--- config.mk ---
export PLATFORM = sky130hd
export DESIGN_NAME = cpu_bus_sched_flat
export DESIGN_NICKNAME = d
export VERILOG_FILES = /design/src/rtl/cpu_bus_sched_pkg.sv /design/src/rtl/cpu_bus_sched_if.sv /design/src/rtl/cpu_bus_sched_ce_divider.sv /design/src/rtl/cpu_bus_sched.sv /design/src/flat_wrapper.sv
export SDC_FILE = /design/constraint.sdc
export NUM_CORES = 1
export LEC_CHECK = 0
export CORE_MARGIN = 2
export CORE_UTILIZATION = 36
export CTS_CLUSTER_DIAMETER = 120
export DETAILED_ROUTE_END_ITERATION = 8
export MAX_ROUTING_LAYER = met4
export PLACE_DENSITY_LB_ADDON = 0.25
export SYNTH_ARGS = -nofsm -noshare
export SYNTH_HDL_FRONTEND = slang
export SYNTH_SLANG_ARGS = --single-unit
--- constraint.sdc ---
create_clock -name clock -period 1.45 [get_ports clock]
set_input_delay 0.2175 -clock clock [delete_from_list [all_inputs] [get_ports clock]]
set_output_delay 0.2175 -clock clock [all_outputs]
set_load 0.02 [all_outputs]
--- src/rtl/cpu_bus_sched_pkg.sv ---
// Shared Lynx bus definitions: RAM ownership states and default scheduler timing.
package lynx_bus_pkg;

  typedef enum logic {
    OWN_CPU = 1'b0,
    OWN_VID = 1'b1
  } owner_e;

  localparam int DEF_DIV     = 4;
  localparam int DEF_VID_CYC = 2;
  localparam int DEF_MIN_CPU = 1;
  localparam int RAM_AW      = 16;

endpackage

--- src/rtl/cpu_bus_sched_if.sv ---
// CPU, video and RAM-side signals of the bus scheduler, bundled as one interface.
interface cpu_bus_sched_if;
  import lynx_bus_pkg::*;

  logic              cep;
  logic              cen;
  logic              cpu_mreq_n;
  logic              cpu_wr_n;
  logic [RAM_AW-1:0] cpu_a;
  logic              vid_req;
  logic [RAM_AW-1:0] vid_addr;
  logic              vid_ack;
  logic [RAM_AW-1:0] ram_a;
  logic              ram_we;
  logic              stall;

  modport slave (
    input  cpu_mreq_n, cpu_wr_n, cpu_a, vid_req, vid_addr,
    output cep, cen, vid_ack, ram_a, ram_we, stall
  );

  modport master (
    output cpu_mreq_n, cpu_wr_n, cpu_a, vid_req, vid_addr,
    input  cep, cen, vid_ack, ram_a, ram_we, stall
  );

endinterface

--- src/rtl/cpu_bus_sched_ce_divider.sv ---
// Turns the T-state counter into registered cep/cen pulses and an end-of-T-state strobe;
// everything is silenced while the divider is frozen for a video fetch.
module ce_divider #(
  parameter int DIV = 4,
  parameter int CW  = $clog2(DIV)
) (
  input  logic          clock,
  input  logic          reset,
  input  logic [CW-1:0] cnt,
  input  logic [CW-1:0] cnt_next,
  input  logic          freeze,
  input  logic          freeze_next,
  output logic          cep,
  output logic          cen,
  output logic          t_end
);

  assign t_end = ~freeze & (cnt == CW'(DIV - 1));

  // cep marks a fresh T-state: either a wrap to 0 or the resume after a freeze.
  always_ff @(posedge clock) begin
    if (reset) begin
      cep <= 1'b0;
      cen <= 1'b0;
    end else begin
      cep <= ~freeze_next & (cnt_next == '0) & (freeze | (cnt != '0));
      cen <= ~freeze_next & (cnt_next == CW'(DIV / 2));
    end
  end

endmodule

--- src/rtl/cpu_bus_sched.sv ---
// Shares the system RAM between the Z80 and video fetch by stretching a CPU T-state
// while video owns the bus; also generates the T80pa clock enables.
module cpu_bus_sched
  import lynx_bus_pkg::*;
#(
  parameter int DIV     = DEF_DIV,
  parameter int VID_CYC = DEF_VID_CYC,
  parameter int MIN_CPU = DEF_MIN_CPU
) (
  input  logic            clock,
  input  logic            reset,
  cpu_bus_sched_if.slave  bus
);

  localparam int CW = $clog2(DIV);
  localparam int VW = (VID_CYC > 1) ? $clog2(VID_CYC) : 1;
  localparam int GW = $clog2(MIN_CPU + 1);

  owner_e            state;
  owner_e            state_next;
  logic [CW-1:0]     cnt;
  logic [CW-1:0]     cnt_next;
  logic [VW-1:0]     vcnt;
  logic [VW-1:0]     vcnt_next;
  logic [GW-1:0]     gap;
  logic              pending;
  logic [RAM_AW-1:0] vaddr;
  logic              t_end;
  logic              grant;
  logic              vid_done;

  ce_divider #(
    .DIV (DIV),
    .CW  (CW)
  ) u_ce_divider (
    .clock       (clock),
    .reset       (reset),
    .cnt         (cnt),
    .cnt_next    (cnt_next),
    .freeze      (state == OWN_VID),
    .freeze_next (state_next == OWN_VID),
    .cep         (bus.cep),
    .cen         (bus.cen),
    .t_end       (t_end)
  );

  // gap is decremented on this same boundary, so a value of 1 already counts as expired.
  always_comb begin
    grant      = (state == OWN_CPU) & t_end & pending & (gap <= GW'(1));
    vid_done   = (state == OWN_VID) & (vcnt == VW'(VID_CYC - 1));
    state_next = state;
    cnt_next   = cnt;
    vcnt_next  = vcnt;
    if (state == OWN_CPU) begin
      cnt_next = t_end ? '0 : cnt + 1'b1;
      if (grant) begin
        state_next = OWN_VID;
        vcnt_next  = '0;
      end
    end else begin
      vcnt_next = vcnt + 1'b1;
      if (vid_done) begin
        state_next = OWN_CPU;
      end
    end
  end

  always_ff @(posedge clock) begin
    if (reset) begin
      state       <= OWN_CPU;
      cnt         <= '0;
      vcnt        <= '0;
      gap         <= '0;
      pending     <= 1'b0;
      vaddr       <= '0;
      bus.vid_ack <= 1'b0;
      bus.stall   <= 1'b0;
    end else begin
      state   <= state_next;
      cnt     <= cnt_next;
      vcnt    <= vcnt_next;
      pending <= grant ? bus.vid_req : (pending | bus.vid_req);
      if (grant) begin
        vaddr <= bus.vid_addr;
      end
      if (vid_done) begin
        gap <= GW'(MIN_CPU);
      end else if (t_end && (gap != '0)) begin
        gap <= gap - 1'b1;
      end
      bus.stall   <= (state_next == OWN_VID);
      bus.vid_ack <= (state_next == OWN_VID) & (vcnt_next == VW'(VID_CYC - 1));
    end
  end

  // A frozen CPU keeps its write pending; it lands once the divider resumes.
  assign bus.ram_a  = (state == OWN_VID) ? vaddr : bus.cpu_a;
  assign bus.ram_we = (state == OWN_CPU) & ~reset & ~bus.cpu_mreq_n & ~bus.cpu_wr_n;

endmodule

--- src/flat_wrapper.sv ---
// flat-port wrapper written by rule: the top's interface ports become plain ports
module cpu_bus_sched_flat import lynx_bus_pkg::*;
#(
  parameter int DIV     = DEF_DIV,
  parameter int VID_CYC = DEF_VID_CYC,
  parameter int MIN_CPU = DEF_MIN_CPU
)
  (clock, reset, bus_cpu_mreq_n, bus_cpu_wr_n, bus_cpu_a, bus_vid_req, bus_vid_addr, bus_cep, bus_cen, bus_vid_ack, bus_ram_a, bus_ram_we, bus_stall);
  cpu_bus_sched_if bus_i ();
  input  logic clock;
  input  logic reset;
  input wire logic [$bits(bus_i.cpu_mreq_n)-1:0] bus_cpu_mreq_n;
  input wire logic [$bits(bus_i.cpu_wr_n)-1:0] bus_cpu_wr_n;
  input wire logic [$bits(bus_i.cpu_a)-1:0] bus_cpu_a;
  input wire logic [$bits(bus_i.vid_req)-1:0] bus_vid_req;
  input wire logic [$bits(bus_i.vid_addr)-1:0] bus_vid_addr;
  output wire logic [$bits(bus_i.cep)-1:0] bus_cep;
  output wire logic [$bits(bus_i.cen)-1:0] bus_cen;
  output wire logic [$bits(bus_i.vid_ack)-1:0] bus_vid_ack;
  output wire logic [$bits(bus_i.ram_a)-1:0] bus_ram_a;
  output wire logic [$bits(bus_i.ram_we)-1:0] bus_ram_we;
  output wire logic [$bits(bus_i.stall)-1:0] bus_stall;
  assign bus_i.cpu_mreq_n = bus_cpu_mreq_n;
  assign bus_i.cpu_wr_n = bus_cpu_wr_n;
  assign bus_i.cpu_a = bus_cpu_a;
  assign bus_i.vid_req = bus_vid_req;
  assign bus_i.vid_addr = bus_vid_addr;
  assign bus_cep = bus_i.cep;
  assign bus_cen = bus_i.cen;
  assign bus_vid_ack = bus_i.vid_ack;
  assign bus_ram_a = bus_i.ram_a;
  assign bus_ram_we = bus_i.ram_we;
  assign bus_stall = bus_i.stall;
  cpu_bus_sched #(.DIV(DIV), .VID_CYC(VID_CYC), .MIN_CPU(MIN_CPU)) u_core (.clock(clock), .reset(reset), .bus(bus_i));
endmodule
==> metrics.yaml, run 1 <==
diodes: 0
fin_cells: 234
r2r-end: "u_core.u_ce_divider.cen$_SDFF_PP0_"
routed_via_density: 4.799
grt_pass1_vias: 1120
worst_hold_path_type: "primary input to register"
fmaxAchievable_mhz: 640.8
ctsRootBufferMaster: "clkbuf_4"
timing.final.ws_setup_ns: -0.1105
crit_path_start: "u_core.bus.stall$_SDFF_PP0_"
yosysWarnings: 0
hold_ws_ns: 0.4307
grt_usage_pct: 19.14
yosys_register_bits: 24
violations: "negative setup slack"
start_util_pct: 38.05
core-area_sq_um: 3078
nets: 230
maxSlewViolCount: 0
syn_nets: 165
yosys-top-cells-count: "nand2_1, dfxtp_1, mux2_2"
numCtsBuffers: 3
io_buffers: 57
cts.sinks: 24
powerDensity_nw_per_um2: 778.5
worst_pin_slew_ns: 0.3190
p_leak_nw: 0.8102
clk_path_buf_depth: 2
drc: 0
route.vias.total: 1123
grt_pass1_wl_mm: 5.140
cts_tree: "built"
dp.cells: 225
dieArea_sq_um: 3725
antenna_found_initial: 0
netlist-cell-type-count: 27
cp-start-kind: "register"
final.min_clock_period_ns: 1.561
post-synth-top-count-cell: "nand2_1"
worstHoldPathCells: 3
utilization_pct: 65.20
grt_max_degree: 24
crit_type: "register to output port"
rrSetupSlack_ns: 0.04
hold_viol_final: 0
r2r_start: "u_core.cnt[1]$_SDFF_PP0_"
status: "complete, but fails checks"
synth-edff-count: 0
ant_nets: 0
end_kind: "output port"
place_hpwl_mm: 2.120
rsz0062_at_grt: "yes"
r2r_cells: 5
rows: 20
worstPathMaxFanout: 4
synthTopCellsByArea: "dfxtp_1, mux2_2, nand2_1"
boundaryPins: 58
globalplace.congestion: 0.6946
synth_largest_area_cell: "dfxtp_1"
min-delay-start: "bus_vid_addr[15]"
relSlewSlack_pct: 78.73
drtPass1Iterations: 5
drive_gt1_share_pct: 37.37
fin_worst_skew_ns: 0.005105
drtIter0Drc: 16
ys_async_sr_fraction_pct: 0
yosysSeqAreaShare_pct: 41.03
crit_arrival_ns: 1.34
min_to: "u_core.vaddr[15]$_SDFFE_PP0N_"
wire_per_inst_um: 14.40
fin_crit_sh_pct: 107.6
clk_pin_slew_ns: 0.14
syn_area_sq_um: 1171
h-tree-depth: 1
syn_inst: 126
setup-tns-final_ns: -1.769
grt_remaining_overflow: 0
die_width_um: 61.04
required_ns: 1.23
peakVddDrop_mv: 0.3334
finalSetupViolCount: 17
cts_hold_buf: 0
maxCapViolCount: 0
synth-main-ff-cell: "dfxtp_1"
clk_latency_ns: 0.32
synth_top_area_share_pct: 41.03
area_growth_pct: 71.37
avgSynthCellArea_sq_um: 9.295
drt-total-wl_mm: 3.369
die_h_um: 61.04
[worst max path at each step]
stage	to	slack [ns]	depth (start not counted)
after detailed placement	bus_ram_we	-0.33	3
after floorplan	bus_ram_we	0.03	3
after global placement	bus_ram_we	-0.30	3
final	bus_ram_a[6]	-0.11	3
after global routing	bus_ram_a[4]	-0.14	3
after CTS	bus_ram_a[1]	-0.11	3
[worst max-delay path, stage by stage, from the launching register on]
cell     delay [ns]
dfxtp_4        0.43
buf_6          0.15
mux2_4         0.31
buf_6          0.13
[cell usage in the layout (no fill, tap or decap), types with 2 or more instances in the layout]
master / synthesis / routed
a21oi_1: 10 / 10
a21oi_2: 11 / 11
buf_4: 1 / 6
buf_6: 1 / 19
buf_8: 0 / 2
clkbuf_4: 0 / 3
clkdlybuf4s50_1: 0 / 36
dfxtp_1: 24 / 21
dfxtp_2: 0 / 2
dlygate4sd2_1: 0 / 3
inv_1: 2 / 2
mux2_4: 0 / 16
nand2_1: 32 / 32
nand2_2: 2 / 2
nand2b_1: 2 / 2
nor2_1: 5 / 5
[cell families (layout without fill, tap and decap cells)]
logic type / count (synthesis) / in the layout / synth area share (%)
mux: 16 / 16 / 15.38
simple gates: 51 / 51 / 21.48
flops: 24 / 24 / 41.03
compound gates: 23 / 23 / 14.00
fa+ha+maj: 2 / 2 / 2.136
buf+inv: 10 / 74 / 5.983
[area by class of cell]
type                    instances  area, sq um
clock buffers                   4        36.28
multi-input cells              92        713.2
well taps                      44        55.05
inverters                       2        7.507
fillers                       264         1071
flip-flops and latches         24        486.7
repair buffers                 68        708.2
[through the flow]
stage                     instance area (sq um)  power [mW]  setup WS [ns]
after detailed placement                   1787       1.130        -0.3299
after CTS                                  1972       1.534        -0.1129
after global routing                       2007       1.616        -0.1404
after floorplan                            1179      0.9305        0.03040
after global placement                     1787       1.119        -0.3004
final                                      2007       1.562        -0.1105
[flip-flops by register name, summed over array words and instances (netlist names)]
register and count:
u_core.bus.vid_ack 1, u_core.pending 1, u_core.u_ce_divider.cen 1, u_core.vcnt 1
u_core.vaddr 16, u_core.u_ce_divider.cep 1, u_core.cnt 2, u_core.bus.stall 1
[report_power, final]
part	switching (mW)	total (mW)	internal, mW
combinational	0.198	0.486	0.288
clock	0.212	0.366	0.154
sequential	0.0219	0.711	0.689
[layer usage]
metal	routed length [um]	track usage [%]	share of wire [%]
met5	0	-	0
met3	179	2.521	5.3
met2	1742	32.07	52
met4	25	4.658	0.74
met1	1421	24.48	42
[repair_timing]
item | 4_1_cts | 5_1_grt
hold endpoints to repair | 0 | 0
gates cloned | 1 | 0
setup endpoints to repair | 39 | 30
buffers inserted | 4 | 0
pin swaps | 1 | 1
gates resized for setup | 132 | 8
Power figures use the tool's default switching activity.
==> run 2: changes to the inputs <==
--- a/config.mk
+++ b/config.mk
@@ -5,6 +5,7 @@
 export SDC_FILE = /design/constraint.sdc
 export NUM_CORES = 1
 export LEC_CHECK = 0
+export ABC_AREA = 1
 export CORE_MARGIN = 2
 export CORE_UTILIZATION = 36
 export CTS_CLUSTER_DIAMETER = 120
==> metrics.yaml, run 2 <==
status: "completed"
worstPathCellList: "buf_6 > buf_6 > nand2_1 > nand2_1 > buf_6"
die_h_um: 61.01  # about the same
rows: 20  # unchanged
critPathSlowestCell: "dfxtp_4"
hold_viol_final: 0  # unchanged
h-tree-depth: 1  # unchanged
crit_family: "flip-flops"
wire_per_inst_um: 9.480  # -34%
synth_top_area_share_pct: 41.07  # +0.044 points
worst_pin_slew_ns: 0.4247  # +0.1057 ns
crit_type: "register to output port"
yosys-top-cells-count: "nand2_1, nor2_1, dfxtp_1"
postPlaceCellArea_sq_um: 1762  # -1.4%
crit_arrival_ns: 1.20  # -0.14 ns
cts_tree: "built"
syn_inst: 179  # +42%
ant_nets: 0  # unchanged
hold_ws_ns: 0.4767  # +0.04591 ns
peakVddDrop_mv: 0.9405  # +180%
clk_pin_slew_ns: 0.13  # about the same
grt_max_degree: 32  # +33%
routed_via_density: 4.320  # -10%
antenna_found_initial: 0  # unchanged
post-synth-top-count-cell: "nand2_1"
maxUsedRoutingLayer: "met4"
die_width_um: 61.01  # about the same
yosysSeqAreaShare_pct: 41.07  # +0.044 points
drive_gt1_share_pct: 13.50  # -24 points
powerDensity_nw_per_um2: 813.0  # +4.4%
path_buf_inv: 3  # +1
setup-tns-final_ns: 0  # +1.769 ns
worstHoldPathCells: 2  # -1
required_ns: 1.23  # about the same
path_common_cell: "buf_6"
yosys_register_bits: 24  # unchanged
grt_pass1_vias: 993  # -11%
fmaxAchievable_mhz: 707.7  # +10%
synth-main-ff-cell: "dfxtp_1"
rsz0062_at_grt: "yes"
nets: 277  # +20%
wl_met2_mm: 1.164  # -33%
ctsRootBufferMaster: "clkbuf_4"
maxSlewViolCount: 0  # unchanged
numCtsBuffers: 3  # unchanged
clk_path_buf_depth: 2  # unchanged
cts.sinks: 24  # unchanged
area_growth_pct: 53.48
yosysWarnings: 0  # unchanged
r2r_cells: 7  # +2
end_kind: "output port"
final_cell_mix: "nand2_1, clkdlybuf4s50_1, nor2_1"
diodes: 0  # unchanged
drt-total-wl_mm: 2.664  # -21%
fin_worst_skew_ns: 0.005632  # +0.0005271 ns
grt_usage_pct: 16.09  # -3.1 points
start_util_pct: 38.01  # -0.041 points
place_hpwl_mm: 1.953  # -7.9%
route.vias.total: 1214  # +8.1%
drc: 0  # unchanged
synthTopCellsByArea: "dfxtp_1, nand2_1, nor2_1"
drtIter0Drc: 29  # +13
worst_hold_path_type: "register to register"
clk_latency_ns: 0.31  # about the same
largest_reg_flops: 16  # unchanged
syn_area_sq_um: 1170  # -0.11%
io_buffers: 57  # unchanged
largest-register: "u_core.vaddr"
synth-edff-count: 0  # unchanged
synth_largest_area_cell: "dfxtp_1"
mostFrequentLayoutCell: "nand2_1"
syn_nets: 218  # +32%
maxCapViolCount: 0  # unchanged
design_area_sq_um: 1795  # -11%
cp-start-kind: "register"
worstPathMaxFanout: 5  # +1
grt_remaining_overflow: 0  # unchanged
wl_met3_um: 252  # +41%
boundaryPins: 58  # unchanged
dieArea_sq_um: 3722  # about the same
ys_async_sr_fraction_pct: 0  # unchanged
core-area_sq_um: 3078  # unchanged
drtPass1Iterations: 4  # -1
finalSetupViolCount: 0  # -17
drt-met1-wl_mm: 1.236  # -13%
globalplace.congestion: 0.8100  # +17%
crit_path_max_incr_delay_ns: 0.39  # -0.04 ns
relSlewSlack_pct: 71.66  # -7.1 points
cts_hold_buf: 0  # unchanged
final.min_clock_period_ns: 1.413  # -0.1475 ns
netlist-cell-type-count: 16  # -41%
fin_crit_sh_pct: 97.45  # -10 points
crit_cells: 5  # +2
grt_pass1_wl_mm: 4.374  # -15%
avgSynthCellArea_sq_um: 6.536  # -30%
p_leak_nw: 0.8897  # +9.8%
largestRegisters: "u_core.vaddr (16), u_core.cnt (2)"
## run 2: cell types whose count changed after synthesis, moves of 3 or more
cell,previous run,this run
nand2_1,32,60
nor2_1,5,33
inv_1,2,20
mux2_2,16,0
o21ai_1,0,14
a21oi_2,11,0
a21oi_1,10,5
buf_6,1,5
nand3_1,0,4
nand4_1,0,3
## run 2: worst paths after layout
check / startpoint / slack, ns / end
worst max-delay path: u_core.bus.stall$_SDFF_PP0_ / 0.04 / bus_ram_a[4]
worst min register to register: u_core.vaddr[8]$_SDFFE_PP0N_ / 0.48 / u_core.vaddr[8]$_SDFFE_PP0N_
worst max register to register: u_core.bus.stall$_SDFF_PP0_ / 0.15 / u_core.vaddr[1]$_SDFFE_PP0N_
worst min-delay path: u_core.vaddr[8]$_SDFFE_PP0N_ / 0.48 / u_core.vaddr[8]$_SDFFE_PP0N_
## run 2: power breakdown
part,internal [mW],switching [mW],leakage (nW)
Combinational,0.202,0.200,0.673
Clock,0.153,0.190,0.0210
Sequential,0.696,0.0182,0.195
## run 2: cell type report
| type | instances | area (sq um) |
|---|---|---|
| clock buffers | 4 | 36.28 |
| flip-flops and latches | 24 | 484.2 |
| multi-input cells | 124 | 544.3 |
| repair buffers | 64 | 584.3 |
| inverters | 21 | 91.34 |
| well taps | 44 | 55.05 |
| fillers | 319 | 1282 |
## run 2: worst reg2reg max path: stages (launching register included)
cell and delay [ns]:
dfxtp_4 0.41, clkinv_8 0.11, buf_4 0.20, nand3_2 0.08
buf_4 0.21, nand2_1 0.08, nand2_1 0.07, nor2_1 0.05
## run 2: through the flow
step / setup slack, ns / power (mW) / instances / util [%]
after floorplan: -0.01905 / 0.9440 / 179 / -
after global placement: -0.3067 / 1.137 / 276 / 57.24
after detailed placement: -0.3340 / 1.141 / 276 / 57.24
after CTS: -0.04833 / 1.468 / 280 / 58.94
after global routing: -0.03620 / 1.556 / 281 / 58.33
final: 0.03694 / 1.460 / 281 / 58.33
## run 2: logic make-up (layout without fill, tap and decap cells)
| kind of cell | count (synthesis) | in the layout | share of synthesized area (%) |
|---|---|---|---|
| AO/OA/AOI/OAI | 20 | 20 | 8.556 |
| adder cells (fa/ha/maj) | 2 | 2 | 2.139 |
| flip-flops | 24 | 24 | 41.07 |
| AND/OR/NAND/NOR | 102 | 102 | 34.55 |
| buffers and inverters | 31 | 89 | 13.69 |
## run 2: metal layers
layer | up-vias | track usage, %
met4 | 0 | 1.863
met2 | 47 | 24.88
met3 | 2 | 5.117
met5 | - | -
li1 | 659 | -
met1 | 506 | 21.34
## run 2: repair_timing
action / CTS / global route
resized for setup: 68 / 30
endpoints found under the setup margin: 21 / 17
buffers inserted: 0 / 1
pin swaps: 0 / 4
hold endpoints to repair: 0 / 0
